`config.mk`:
```
export PLATFORM = sky130hd
export DESIGN_NAME = sram_bus_arbiter_flat
export DESIGN_NICKNAME = d
export VERILOG_FILES = /design/src/rtl/cpu_arb_pkg.sv /design/src/rtl/sram_bus_arbiter_if.sv /design/src/rtl/arb_id_fifo.sv /design/src/rtl/sram_bus_arbiter.sv /design/src/flat_wrapper.sv
export SDC_FILE = /design/constraint.sdc
export NUM_CORES = 1
export LEC_CHECK = 0
export ABC_CLOCK_PERIOD_IN_PS = 3200
export CAP_MARGIN = 20
export CORE_AREA = 2 2 125 127
export CTS_CLUSTER_DIAMETER = 30
export CTS_CLUSTER_SIZE = 16
export DETAILED_ROUTE_END_ITERATION = 16
export DIE_AREA = 0 0 127 129
export MAX_ROUTING_LAYER = met4
export PLACE_DENSITY = 0.61
export SETUP_SLACK_MARGIN = 0.5
export SLEW_MARGIN = 10
export SYNTH_ARGS = -nofsm -noshare
export SYNTH_HDL_FRONTEND = slang
export SYNTH_SLANG_ARGS = --single-unit
```
`constraint.sdc`:
```
create_clock -name clk -period 3.2 [get_ports clk]
set_clock_uncertainty 0.2 [all_clocks]
set_input_delay 0.32 -clock clk [delete_from_list [all_inputs] [get_ports clk]]
set_output_delay 0.32 -clock clk [all_outputs]
set_load 0.01 [all_outputs]
```
`src/rtl/cpu_arb_pkg.sv`:
```
// Shared definitions for the SRAM bus arbiter.
//   ARB_ID_INST / ARB_ID_DATA : transaction owner IDs carried in the ID FIFO
//   OUTST_DEPTH_DFLT          : default number of outstanding bus transactions
//   arb_req_t                 : one master's request bundle
package cpu_arb_pkg;

    localparam logic ARB_ID_INST = 1'b0;
    localparam logic ARB_ID_DATA = 1'b1;

    localparam int OUTST_DEPTH_DFLT = 2;

    typedef struct packed {
        logic        req;
        logic        wr;
        logic [1:0]  size;
        logic [31:0] addr;
        logic [31:0] wdata;
        logic [3:0]  wstrb;
    } arb_req_t;

endpackage

```
`src/rtl/sram_bus_arbiter_if.sv`:
```
// SRAM-like bus port: request fields flow master->slave, handshakes and
// read data flow slave->master.
//   req, wr, size, addr, wdata, wstrb : request bundle (master drives)
//   addr_ok, data_ok, rdata           : address accept, response, read data
interface sram_bus_arbiter_if;

    logic        req;
    logic        wr;
    logic [1:0]  size;
    logic [31:0] addr;
    logic [31:0] wdata;
    logic [3:0]  wstrb;
    logic        addr_ok;
    logic        data_ok;
    logic [31:0] rdata;

    modport master (
        output req, wr, size, addr, wdata, wstrb,
        input  addr_ok, data_ok, rdata
    );

    modport slave (
        input  req, wr, size, addr, wdata, wstrb,
        output addr_ok, data_ok, rdata
    );

endinterface

```
`src/rtl/arb_id_fifo.sv`:
```
// 1-bit-wide synchronous FIFO recording the owner of each accepted bus
// transaction in issue order.
//   clk, resetn : clock, synchronous active-low reset
//   push, din   : write din at the tail (ignored when full)
//   pop         : drop the head entry (ignored when empty)
//   head        : owner ID at the head
//   full, empty : derived from the registered count only
module arb_id_fifo
    import cpu_arb_pkg::*;
#(
    parameter int DEPTH = OUTST_DEPTH_DFLT
) (
    input  logic clk,
    input  logic resetn,
    input  logic push,
    input  logic din,
    input  logic pop,
    output logic head,
    output logic full,
    output logic empty
);

    localparam int PTR_W = (DEPTH > 1) ? $clog2(DEPTH) : 1;
    localparam int CNT_W = $clog2(DEPTH + 1);

    logic [DEPTH-1:0] mem_q, mem_d;
    logic [PTR_W-1:0] wr_ptr_q, wr_ptr_d;
    logic [PTR_W-1:0] rd_ptr_q, rd_ptr_d;
    logic [CNT_W-1:0] cnt_q, cnt_d;
    logic             push_ok, pop_ok;

    function automatic logic [PTR_W-1:0] ptr_inc(input logic [PTR_W-1:0] p);
        if (p == PTR_W'(DEPTH - 1)) return '0;
        return p + PTR_W'(1);
    endfunction

    assign full    = (cnt_q == CNT_W'(DEPTH));
    assign empty   = (cnt_q == '0);
    assign head    = mem_q[rd_ptr_q];
    assign push_ok = push & ~full;
    assign pop_ok  = pop & ~empty;

    always_comb begin
        mem_d    = mem_q;
        wr_ptr_d = wr_ptr_q;
        rd_ptr_d = rd_ptr_q;
        cnt_d    = cnt_q;
        if (push_ok) begin
            mem_d[wr_ptr_q] = din;
            wr_ptr_d        = ptr_inc(wr_ptr_q);
        end
        if (pop_ok) begin
            rd_ptr_d = ptr_inc(rd_ptr_q);
        end
        // push+pop together leaves the count alone
        case ({push_ok, pop_ok})
            2'b10:   cnt_d = cnt_q + CNT_W'(1);
            2'b01:   cnt_d = cnt_q - CNT_W'(1);
            default: cnt_d = cnt_q;
        endcase
    end

    always_ff @(posedge clk) begin
        if (!resetn) begin
            mem_q    <= '0;
            wr_ptr_q <= '0;
            rd_ptr_q <= '0;
            cnt_q    <= '0;
        end else begin
            mem_q    <= mem_d;
            wr_ptr_q <= wr_ptr_d;
            rd_ptr_q <= rd_ptr_d;
            cnt_q    <= cnt_d;
        end
    end

endmodule

```
`src/rtl/sram_bus_arbiter.sv`:
```
// Arbitrates the instruction-fetch and data ports onto one shared SRAM-like
// bus and routes each response back to the master that issued it.
//   clk, resetn : clock, synchronous active-low reset
//   inst        : IF-port (slave side of the CPU's fetch master)
//   data        : data load/store port (slave side)
//   sram        : shared bus (master side)
//   OUTST_DEPTH : max accepted-but-unanswered bus transactions
// Build option: define SRAM_ARB_RR_EN for round-robin arbitration between
// the two ports; otherwise the data port has fixed priority.
module sram_bus_arbiter
    import cpu_arb_pkg::*;
#(
    parameter int OUTST_DEPTH = OUTST_DEPTH_DFLT
) (
    input  logic                      clk,
    input  logic                      resetn,
    sram_bus_arbiter_if.slave         inst,
    sram_bus_arbiter_if.slave         data,
    sram_bus_arbiter_if.master        sram
);

    arb_req_t inst_rq, data_rq, sel_rq;
    logic     grant;
    logic     sram_req;
    logic     hs;
    logic     resp_vld;
    logic     fifo_full, fifo_empty, fifo_head;
    logic     lock_vld_q, lock_vld_d;
    logic     lock_id_q, lock_id_d;
`ifdef SRAM_ARB_RR_EN
    logic     last_id_q, last_id_d;
`endif

    assign inst_rq = '{req: inst.req, wr: inst.wr, size: inst.size,
                       addr: inst.addr, wdata: inst.wdata, wstrb: inst.wstrb};
    assign data_rq = '{req: data.req, wr: data.wr, size: data.size,
                       addr: data.addr, wdata: data.wdata, wstrb: data.wstrb};

    // A held lock pins the grant so a backpressured request stays stable.
    always_comb begin
        grant = ARB_ID_INST;
        if (lock_vld_q) begin
            grant = lock_id_q;
        end else if (inst_rq.req && data_rq.req) begin
`ifdef SRAM_ARB_RR_EN
            grant = ~last_id_q;
`else
            grant = ARB_ID_DATA;
`endif
        end else if (data_rq.req) begin
            grant = ARB_ID_DATA;
        end
    end

    assign sel_rq   = (grant == ARB_ID_DATA) ? data_rq : inst_rq;
    assign sram_req = resetn & sel_rq.req & ~fifo_full;
    assign hs       = sram_req & sram.addr_ok;

    assign sram.req   = sram_req;
    assign sram.wr    = sel_rq.wr;
    assign sram.size  = sel_rq.size;
    assign sram.addr  = sel_rq.addr;
    assign sram.wdata = sel_rq.wdata;
    assign sram.wstrb = sel_rq.wstrb;

    assign inst.addr_ok = hs & (grant == ARB_ID_INST);
    assign data.addr_ok = hs & (grant == ARB_ID_DATA);

    // A response with nothing outstanding is dropped rather than misrouted.
    assign resp_vld     = resetn & sram.data_ok & ~fifo_empty;
    assign inst.data_ok = resp_vld & (fifo_head == ARB_ID_INST);
    assign data.data_ok = resp_vld & (fifo_head == ARB_ID_DATA);
    assign inst.rdata   = sram.rdata;
    assign data.rdata   = sram.rdata;

    arb_id_fifo #(
        .DEPTH (OUTST_DEPTH)
    ) u_fifo (
        .clk    (clk),
        .resetn (resetn),
        .push   (hs),
        .din    (grant),
        .pop    (resetn & sram.data_ok),
        .head   (fifo_head),
        .full   (fifo_full),
        .empty  (fifo_empty)
    );

    always_comb begin
        lock_vld_d = lock_vld_q;
        lock_id_d  = lock_id_q;
        if (hs) begin
            lock_vld_d = 1'b0;
        end else if (sram_req) begin
            lock_vld_d = 1'b1;
            lock_id_d  = grant;
        end
    end

`ifdef SRAM_ARB_RR_EN
    assign last_id_d = hs ? grant : last_id_q;
`endif

    always_ff @(posedge clk) begin
        if (!resetn) begin
            lock_vld_q <= 1'b0;
            lock_id_q  <= ARB_ID_INST;
`ifdef SRAM_ARB_RR_EN
            last_id_q  <= ARB_ID_DATA;
`endif
        end else begin
            lock_vld_q <= lock_vld_d;
            lock_id_q  <= lock_id_d;
`ifdef SRAM_ARB_RR_EN
            last_id_q  <= last_id_d;
`endif
        end
    end

    a_no_orphan_resp: assert property (
        @(posedge clk) disable iff (!resetn) sram.data_ok |-> !fifo_empty
    ) else $error("sram_data_ok with no outstanding transaction");

endmodule

```
`src/flat_wrapper.sv`:
```
// flat-port wrapper written by rule: the top's interface ports become plain ports
module sram_bus_arbiter_flat import cpu_arb_pkg::*;
#(
    parameter int OUTST_DEPTH = OUTST_DEPTH_DFLT
)
  (clk, resetn, inst_req, inst_wr, inst_size, inst_addr, inst_wdata, inst_wstrb, inst_addr_ok, inst_data_ok, inst_rdata, data_req, data_wr, data_size, data_addr, data_wdata, data_wstrb, data_addr_ok, data_data_ok, data_rdata, sram_req, sram_wr, sram_size, sram_addr, sram_wdata, sram_wstrb, sram_addr_ok, sram_data_ok, sram_rdata);
  sram_bus_arbiter_if inst_i ();
  sram_bus_arbiter_if data_i ();
  sram_bus_arbiter_if sram_i ();
  input  logic clk;
  input  logic resetn;
  input wire logic [$bits(inst_i.req)-1:0] inst_req;
  input wire logic [$bits(inst_i.wr)-1:0] inst_wr;
  input wire logic [$bits(inst_i.size)-1:0] inst_size;
  input wire logic [$bits(inst_i.addr)-1:0] inst_addr;
  input wire logic [$bits(inst_i.wdata)-1:0] inst_wdata;
  input wire logic [$bits(inst_i.wstrb)-1:0] inst_wstrb;
  output wire logic [$bits(inst_i.addr_ok)-1:0] inst_addr_ok;
  output wire logic [$bits(inst_i.data_ok)-1:0] inst_data_ok;
  output wire logic [$bits(inst_i.rdata)-1:0] inst_rdata;
  input wire logic [$bits(data_i.req)-1:0] data_req;
  input wire logic [$bits(data_i.wr)-1:0] data_wr;
  input wire logic [$bits(data_i.size)-1:0] data_size;
  input wire logic [$bits(data_i.addr)-1:0] data_addr;
  input wire logic [$bits(data_i.wdata)-1:0] data_wdata;
  input wire logic [$bits(data_i.wstrb)-1:0] data_wstrb;
  output wire logic [$bits(data_i.addr_ok)-1:0] data_addr_ok;
  output wire logic [$bits(data_i.data_ok)-1:0] data_data_ok;
  output wire logic [$bits(data_i.rdata)-1:0] data_rdata;
  output wire logic [$bits(sram_i.req)-1:0] sram_req;
  output wire logic [$bits(sram_i.wr)-1:0] sram_wr;
  output wire logic [$bits(sram_i.size)-1:0] sram_size;
  output wire logic [$bits(sram_i.addr)-1:0] sram_addr;
  output wire logic [$bits(sram_i.wdata)-1:0] sram_wdata;
  output wire logic [$bits(sram_i.wstrb)-1:0] sram_wstrb;
  input wire logic [$bits(sram_i.addr_ok)-1:0] sram_addr_ok;
  input wire logic [$bits(sram_i.data_ok)-1:0] sram_data_ok;
  input wire logic [$bits(sram_i.rdata)-1:0] sram_rdata;
  assign inst_i.req = inst_req;
  assign inst_i.wr = inst_wr;
  assign inst_i.size = inst_size;
  assign inst_i.addr = inst_addr;
  assign inst_i.wdata = inst_wdata;
  assign inst_i.wstrb = inst_wstrb;
  assign inst_addr_ok = inst_i.addr_ok;
  assign inst_data_ok = inst_i.data_ok;
  assign inst_rdata = inst_i.rdata;
  assign data_i.req = data_req;
  assign data_i.wr = data_wr;
  assign data_i.size = data_size;
  assign data_i.addr = data_addr;
  assign data_i.wdata = data_wdata;
  assign data_i.wstrb = data_wstrb;
  assign data_addr_ok = data_i.addr_ok;
  assign data_data_ok = data_i.data_ok;
  assign data_rdata = data_i.rdata;
  assign sram_req = sram_i.req;
  assign sram_wr = sram_i.wr;
  assign sram_size = sram_i.size;
  assign sram_addr = sram_i.addr;
  assign sram_wdata = sram_i.wdata;
  assign sram_wstrb = sram_i.wstrb;
  assign sram_i.addr_ok = sram_addr_ok;
  assign sram_i.data_ok = sram_data_ok;
  assign sram_i.rdata = sram_rdata;
  sram_bus_arbiter #(.OUTST_DEPTH(OUTST_DEPTH)) u_core (.clk(clk), .resetn(resetn), .inst(inst_i), .data(data_i), .sram(sram_i));
endmodule
```
After elaboration in Yosys (flattened, before gate mapping)
Index checks and enable logic that the tools add are counted.
Storage, ports and cells
  bits in registers: 8
  bits in latches: 0
  bits in writable memories: 0
  ROM bits: 0
  bits of input ports: 180
  logic and storage cells: 56
  memories: 0
Cells by class
  $add $sub $neg: 4
  multiply operators: 0
  div/mod/pow operators: 0
  magnitude comparators: 3
  eq/ne operators: 3
  shifts and indexed selects: 0
  muxes and demuxes: 18
  bitwise logic cells: 16
  reductions and logical operators: 6
Operators by type and width (number)
  72-bit two-way mux: 1
  1-bit two-way mux: 14
  1-bit bitwise AND: 10
  1-bit inverter: 6
  2-bit == test (second input constant): 2
  1-bit by 2-bit < comparator with 1-bit output (second input constant): 2
  2-bit case mux with 2 select lines: 1
  1-bit adder (second input constant): 2
  2-bit by 1-bit adder with 2-bit output (second input constant): 1
  2-bit bitwise mux: 1
  2-bit by 1-bit == test with 1-bit output (second input constant): 1
  1-bit logical AND: 2
  2-bit logical NOT: 1
  2-bit AND reduction: 1
  2-bit nonzero test: 1
  2-bit OR reduction: 1
  2-bit by 1-bit subtractor with 2-bit output (second input constant): 1
  1-bit demux with 1-bit select: 1
  1-bit greater-or-equal comparator (second input constant): 1

Logic depth before layout (Yosys ltp)
  word-level depth: 10
  gate-level depth with buffers: 7

Hierarchy
A second synthesis with hierarchy kept.
Unflattened totals
  cell total of the unflattened synthesis: 195
  area total of the unflattened synthesis: 2107.0 um^2
By module, submodules not included
  sram_bus_arbiter: times used 1, cells each 164, area an instance 1814.2 um^2, sequential area each 40.0 um^2
  arb_id_fifo: times used 1, cells each 31, area an instance 292.8 um^2, sequential area each 120.1 um^2

Worst setup path before layout
No wires, ideal clock.
  path type: reg2reg
  start: register u_core.lock_id_q
  end: register u_core.u_fifo.cnt_q[1]
  arrival time: 1.750 ns
  data required time: 2.924 ns
  slack: 1.175 ns
  stages on the path, launching flop included: 6
  buffers on the path: 0
  clock period less this slack: 2.025 ns
  path through: dfxtp_1 mux2i_1 a2111o_1 ha_1 or3_1 a21boi_0
On the way
  longest elaborated chain between the ends: 8
Ends and longest elaborated chain
  start: declaration: RTL line sram_bus_arbiter.sv:29  | logic lock_id_q, lock_id_d;
  start signal: assignment: RTL line sram_bus_arbiter.sv:113  | lock_id_q <= lock_id_d;
  1-bit two-way mux *: RTL line sram_bus_arbiter.sv:42  | if (lock_vld_q) begin
  72-bit two-way mux *: RTL line sram_bus_arbiter.sv:55  | assign sel_rq = (grant == ARB_ID_DATA) ? data_rq : inst_rq;
  1-bit bitwise AND * (2 in series): RTL line sram_bus_arbiter.sv:56  | assign sram_req = resetn & sel_rq.req & ~fifo_full;
  1-bit bitwise AND *: RTL line sram_bus_arbiter.sv:57  | assign hs = sram_req & sram.addr_ok;
  1-bit bitwise AND *: RTL line arb_id_fifo.sv:40  | assign push_ok = push & ~full;
  2-bit by 1-bit == test with 1-bit output or 2-bit == test (tied branches): RTL line arb_id_fifo.sv:56  | case ({push_ok, pop_ok})
  2-bit case mux with 2 select lines or 2-bit nonzero test (tied branches)
  end signal: assignment: RTL line arb_id_fifo.sv:73  | cnt_q <= cnt_d;
  end: declaration: RTL line arb_id_fifo.sv:29  | logic [CNT_W-1:0] cnt_q, cnt_d;
Every way passes the cells marked *; elsewhere a longest branch is shown, timed or not.
A chain may end at the register's enable or synchronous reset.

Final worst setup path
  start: register u_core.lock_vld_q
  end: output port sram_addr[30]
On the way
  longest elaborated chain between the ends: 2
Ends and longest elaborated chain
  start: declaration: RTL line sram_bus_arbiter.sv:28  | logic lock_vld_q, lock_vld_d;
  start signal: assignment: RTL line sram_bus_arbiter.sv:112  | lock_vld_q <= lock_vld_d;
  1-bit two-way mux: RTL line sram_bus_arbiter.sv:42
  72-bit two-way mux: RTL line sram_bus_arbiter.sv:55
  end: declaration: RTL line flat_wrapper.sv:33  | output wire logic [$bits(sram_i.addr)-1:0] sram_addr;
Every way passes these cells.

==> reports/qor.yml <==
logic_synthesis:
  yosysTopAreaCell: "mux2_2"
  synth_top_family_by_area: "multiplexers"
  yosysTopAreaCellShare: 0.4538
  synth_warnings: 0
  syn_avg_cell_area_um2: 8.943
  synth-seq-cells: 8
  synth_ff_type: "dfxtp_1"
  ys_top_cells_by_area: "mux2_2, buf_4, dfxtp_1"
  synthXorXnorAreaFrac: 0.01491
  synth_cells: 197
  async_reset_ff_frac: 0
  synth-edff-count: 0
  synth_compound_area_frac: 0.05966
  synth_cell_types: 24
  synth_area_um2: 1762
  yosys.area_share.simple: 0.05043
  synth_nets: 378
  synth_fa_ha_area_frac: 0.007102
  synthMuxAreaShare: 0.4709
  yosysSeqAreaShare: 0.09091
floorplanning:
  row_count: 45
  core_area_um2: 14980
  die_x_um: 127
  initial_core_util: 0.1176
  dieHeight_um: 129
  fp.dieArea_um2: 16380
  io_pins: 320
detailed_routing:
  dr_total_vias: 1963
  avgRoutedWirePerCell_um: 17.13
  drtAntennaViolNets: 0
  drt_pass1_iterations: 4
  vias_per_cell: 3.595
  drcViolationCount: 0
  first_iter_violations: 24
  wirelength_mm: 9.352
sta:
  fin_crit_ns: 2.629
  final_hold_viol_count: 0
  fin_crit_sh: 0.8217
  slew_headroom: 0.7619
  drv_slew: 0
  fmax_ghz: 0.3803
  setup_viol: 0
  rsz0062_at_grt: "no"
  fin_tns_setup_ns: 0
  worst_slew_pin_slew_ns: 0.3551
  setup_slack_ns: 0.5705
clock_network:
  cts_tree: "done"
  clk-insertion-delay-late_ns: 0.23
  h-tree-depth: 1
  cts.clk_slew.worst_paths_ns: 0.04
  cts.path.max_buffers: 2
  clock_sinks: 8
  holdBufCountCts: 0
  numCtsBuffers: 3
  cts-root-buf: "clkbuf_16"
pwr:
  p_int_mw: 0.7278
  ir_worst_vdd_mv: 0.1568
  leakage_nw: 1.436
  p_clk_frac: 0.206
  p_comb_frac: 0.672
  seq_power_share: 0.122
  p_sw_mw: 0.2888
  swShare: 0.2841
  power_density_nw_per_um2: 260.9
setup_path:
  r2r_end: "u_core.u_fifo.cnt_q[1]"
  crit_type: "reg -> out"
  critPathLaunch: "u_core.lock_vld_q"
  setup.worst_path.end_class: "output pin"
  r2r_cells: 5
  cp-start-kind: "flop"
  reg2reg_from: "u_core.lock_id_q"
  crit_fanout: 20
  rrSetupSlack_ns: 0.93
  worstPathRequired_ns: 2.68
  cp_data_arrival_time_ns: 2.11
placed_design:
  numPlacedInstances: 541
  dpl_cell_area_um2: 3800
  portBuffers: 223
  gp_congestion: 0.7908
  dp_hpwl_mm: 8.339
  place_ws_ns: 0.1573
grt:
  first_global_vias: 2095
  track_usage: 0.1032
  grt_pass1_wl_mm: 12.47
  antenna_found_initial: 0
  overflow: 0
  grt_max_degree: 21
finish:
  nets: 541
  design_area_um2: 3896
  antenna_cells: 0
  fill_cells: 1612
  finalNonFillerCells: 546
  utilization: 0.2602
  drive_gt1_frac: 0.2402
  areaGrowthSynthToFinish_pct: 121.2
worst_hold_path:
  holdPathEnd: "u_core.u_fifo.wr_ptr_q"
  hp-start: "u_core.u_fifo.wr_ptr_q"
  min_path_cells: 1
  hp-class: "reg -> reg"
run:
  drv_cap: 0
status:
  outcome: "finished, final reports clean"
## synthesized netlist by cell type, drive strengths merged, types with 2 or more instances
master	n
buf	72
mux2	71
nor2	9
dfxtp	8
o21ai	5
inv	4
and2	3
mux2i	3
xnor2	3
a21oi	2
nand2	2
nand3	2
nor2b	2
o221a	2
## layout by cell type (no fill, tap or decap), drive strengths merged, types with 3 or more instances in the layout
cell type      count
nor2               9
o21ai              5
xnor2              3
clkbuf             3
clkdlybuf4s50    217
inv                4
mux2              71
mux2i              3
and2               3
buf                8
dlygate4sd2        6
dfxtp              8
## kinds of logic (layout without fill, tap and decap cells)
| group | after synthesis | count (layout) |
|---|---|---|
| flip-flops | 8 | 8 |
| buffers and inverters | 77 | 238 |
| adder cells (fa/ha/maj) | 1 | 1 |
| AND/OR/NAND/NOR | 19 | 19 |
| XOR/XNOR | 3 | 3 |
| AO/OA/AOI/OAI | 15 | 15 |
| multiplexers | 74 | 74 |
## power groups by stage
stage / sequential (mW) / clock, mW / combinational, mW
4_1_cts: 0.123 / 0.212 / 0.696
3_3_place_gp: 0.123 / 0 / 0.684
5_1_grt: 0.125 / 0.218 / 0.721
6_report: 0.124 / 0.210 / 0.683
3_5_place_dp: 0.124 / 0 / 0.685
2_1_floorplan: 0.120 / 0 / 0.329
## critical path, cell delays in order, from the launching register on
cell             delay [ns]
dfxtp_2                0.38
mux2i_4                0.28
buf_12                 0.15
buf_12                 0.16
mux2_2                 0.35
clkdlybuf4s50_1        0.53
## repair_timing
| item | CTS | global route |
|---|---|---|
| buffers inserted | 2 | 0 |
| setup endpoints to repair | 73 | 0 |
| gates resized for setup | 7 | 0 |
## registers in the layout, indices dropped and copies added, names as in the netlist
signal                  count
u_core.u_fifo.cnt_q         2
u_core.u_fifo.mem_q         2
u_core.lock_id_q            1
u_core.lock_vld_q           1
u_core.u_fifo.rd_ptr_q      1
u_core.u_fifo.wr_ptr_q      1
## through the flow
stage | total power [mW] | hold slack [ns]
after floorplan | 0.4487 | 0.2101
after global placement | 0.8065 | 0.2931
after detailed placement | 0.8097 | 0.3075
after CTS | 1.031 | 0.3204
after global routing | 1.064 | 0.3512
final | 1.017 | 0.3199
## worst max path at each step
stage | endpoint | slack, ns | cells after the start
after floorplan | u_core.u_fifo.cnt_q[1] | 1.17 | 5
after global placement | sram_addr[30] | 0.18 | 5
after detailed placement | sram_addr[30] | 0.16 | 5
after CTS | sram_addr[30] | 0.54 | 5
after global routing | sram_addr[24] | 0.50 | 5
final | sram_addr[30] | 0.57 | 5
## layout make-up
cell class / count / area [um^2] / area share
Clock buffer: 3 / 75.07 / 0.01927
Inverter: 4 / 15.01 / 0.003854
Multi-Input combinational cell: 112 / 1075 / 0.2759
Sequential cell: 8 / 161.4 / 0.04143
Tap cell: 188 / 235.2 / 0.06037
Timing Repair Buffer: 231 / 2335 / 0.5992
## metal layers
layer  share of wire  routed length, um  global-route usage
met3           0.075                706             0.02536
met2            0.53               4990              0.1844
met4          0.0029                 27             0.01228
met1            0.39               3628              0.1211
met5               0                  0                   -
Note: power is estimated with default switching activity, not from simulation.
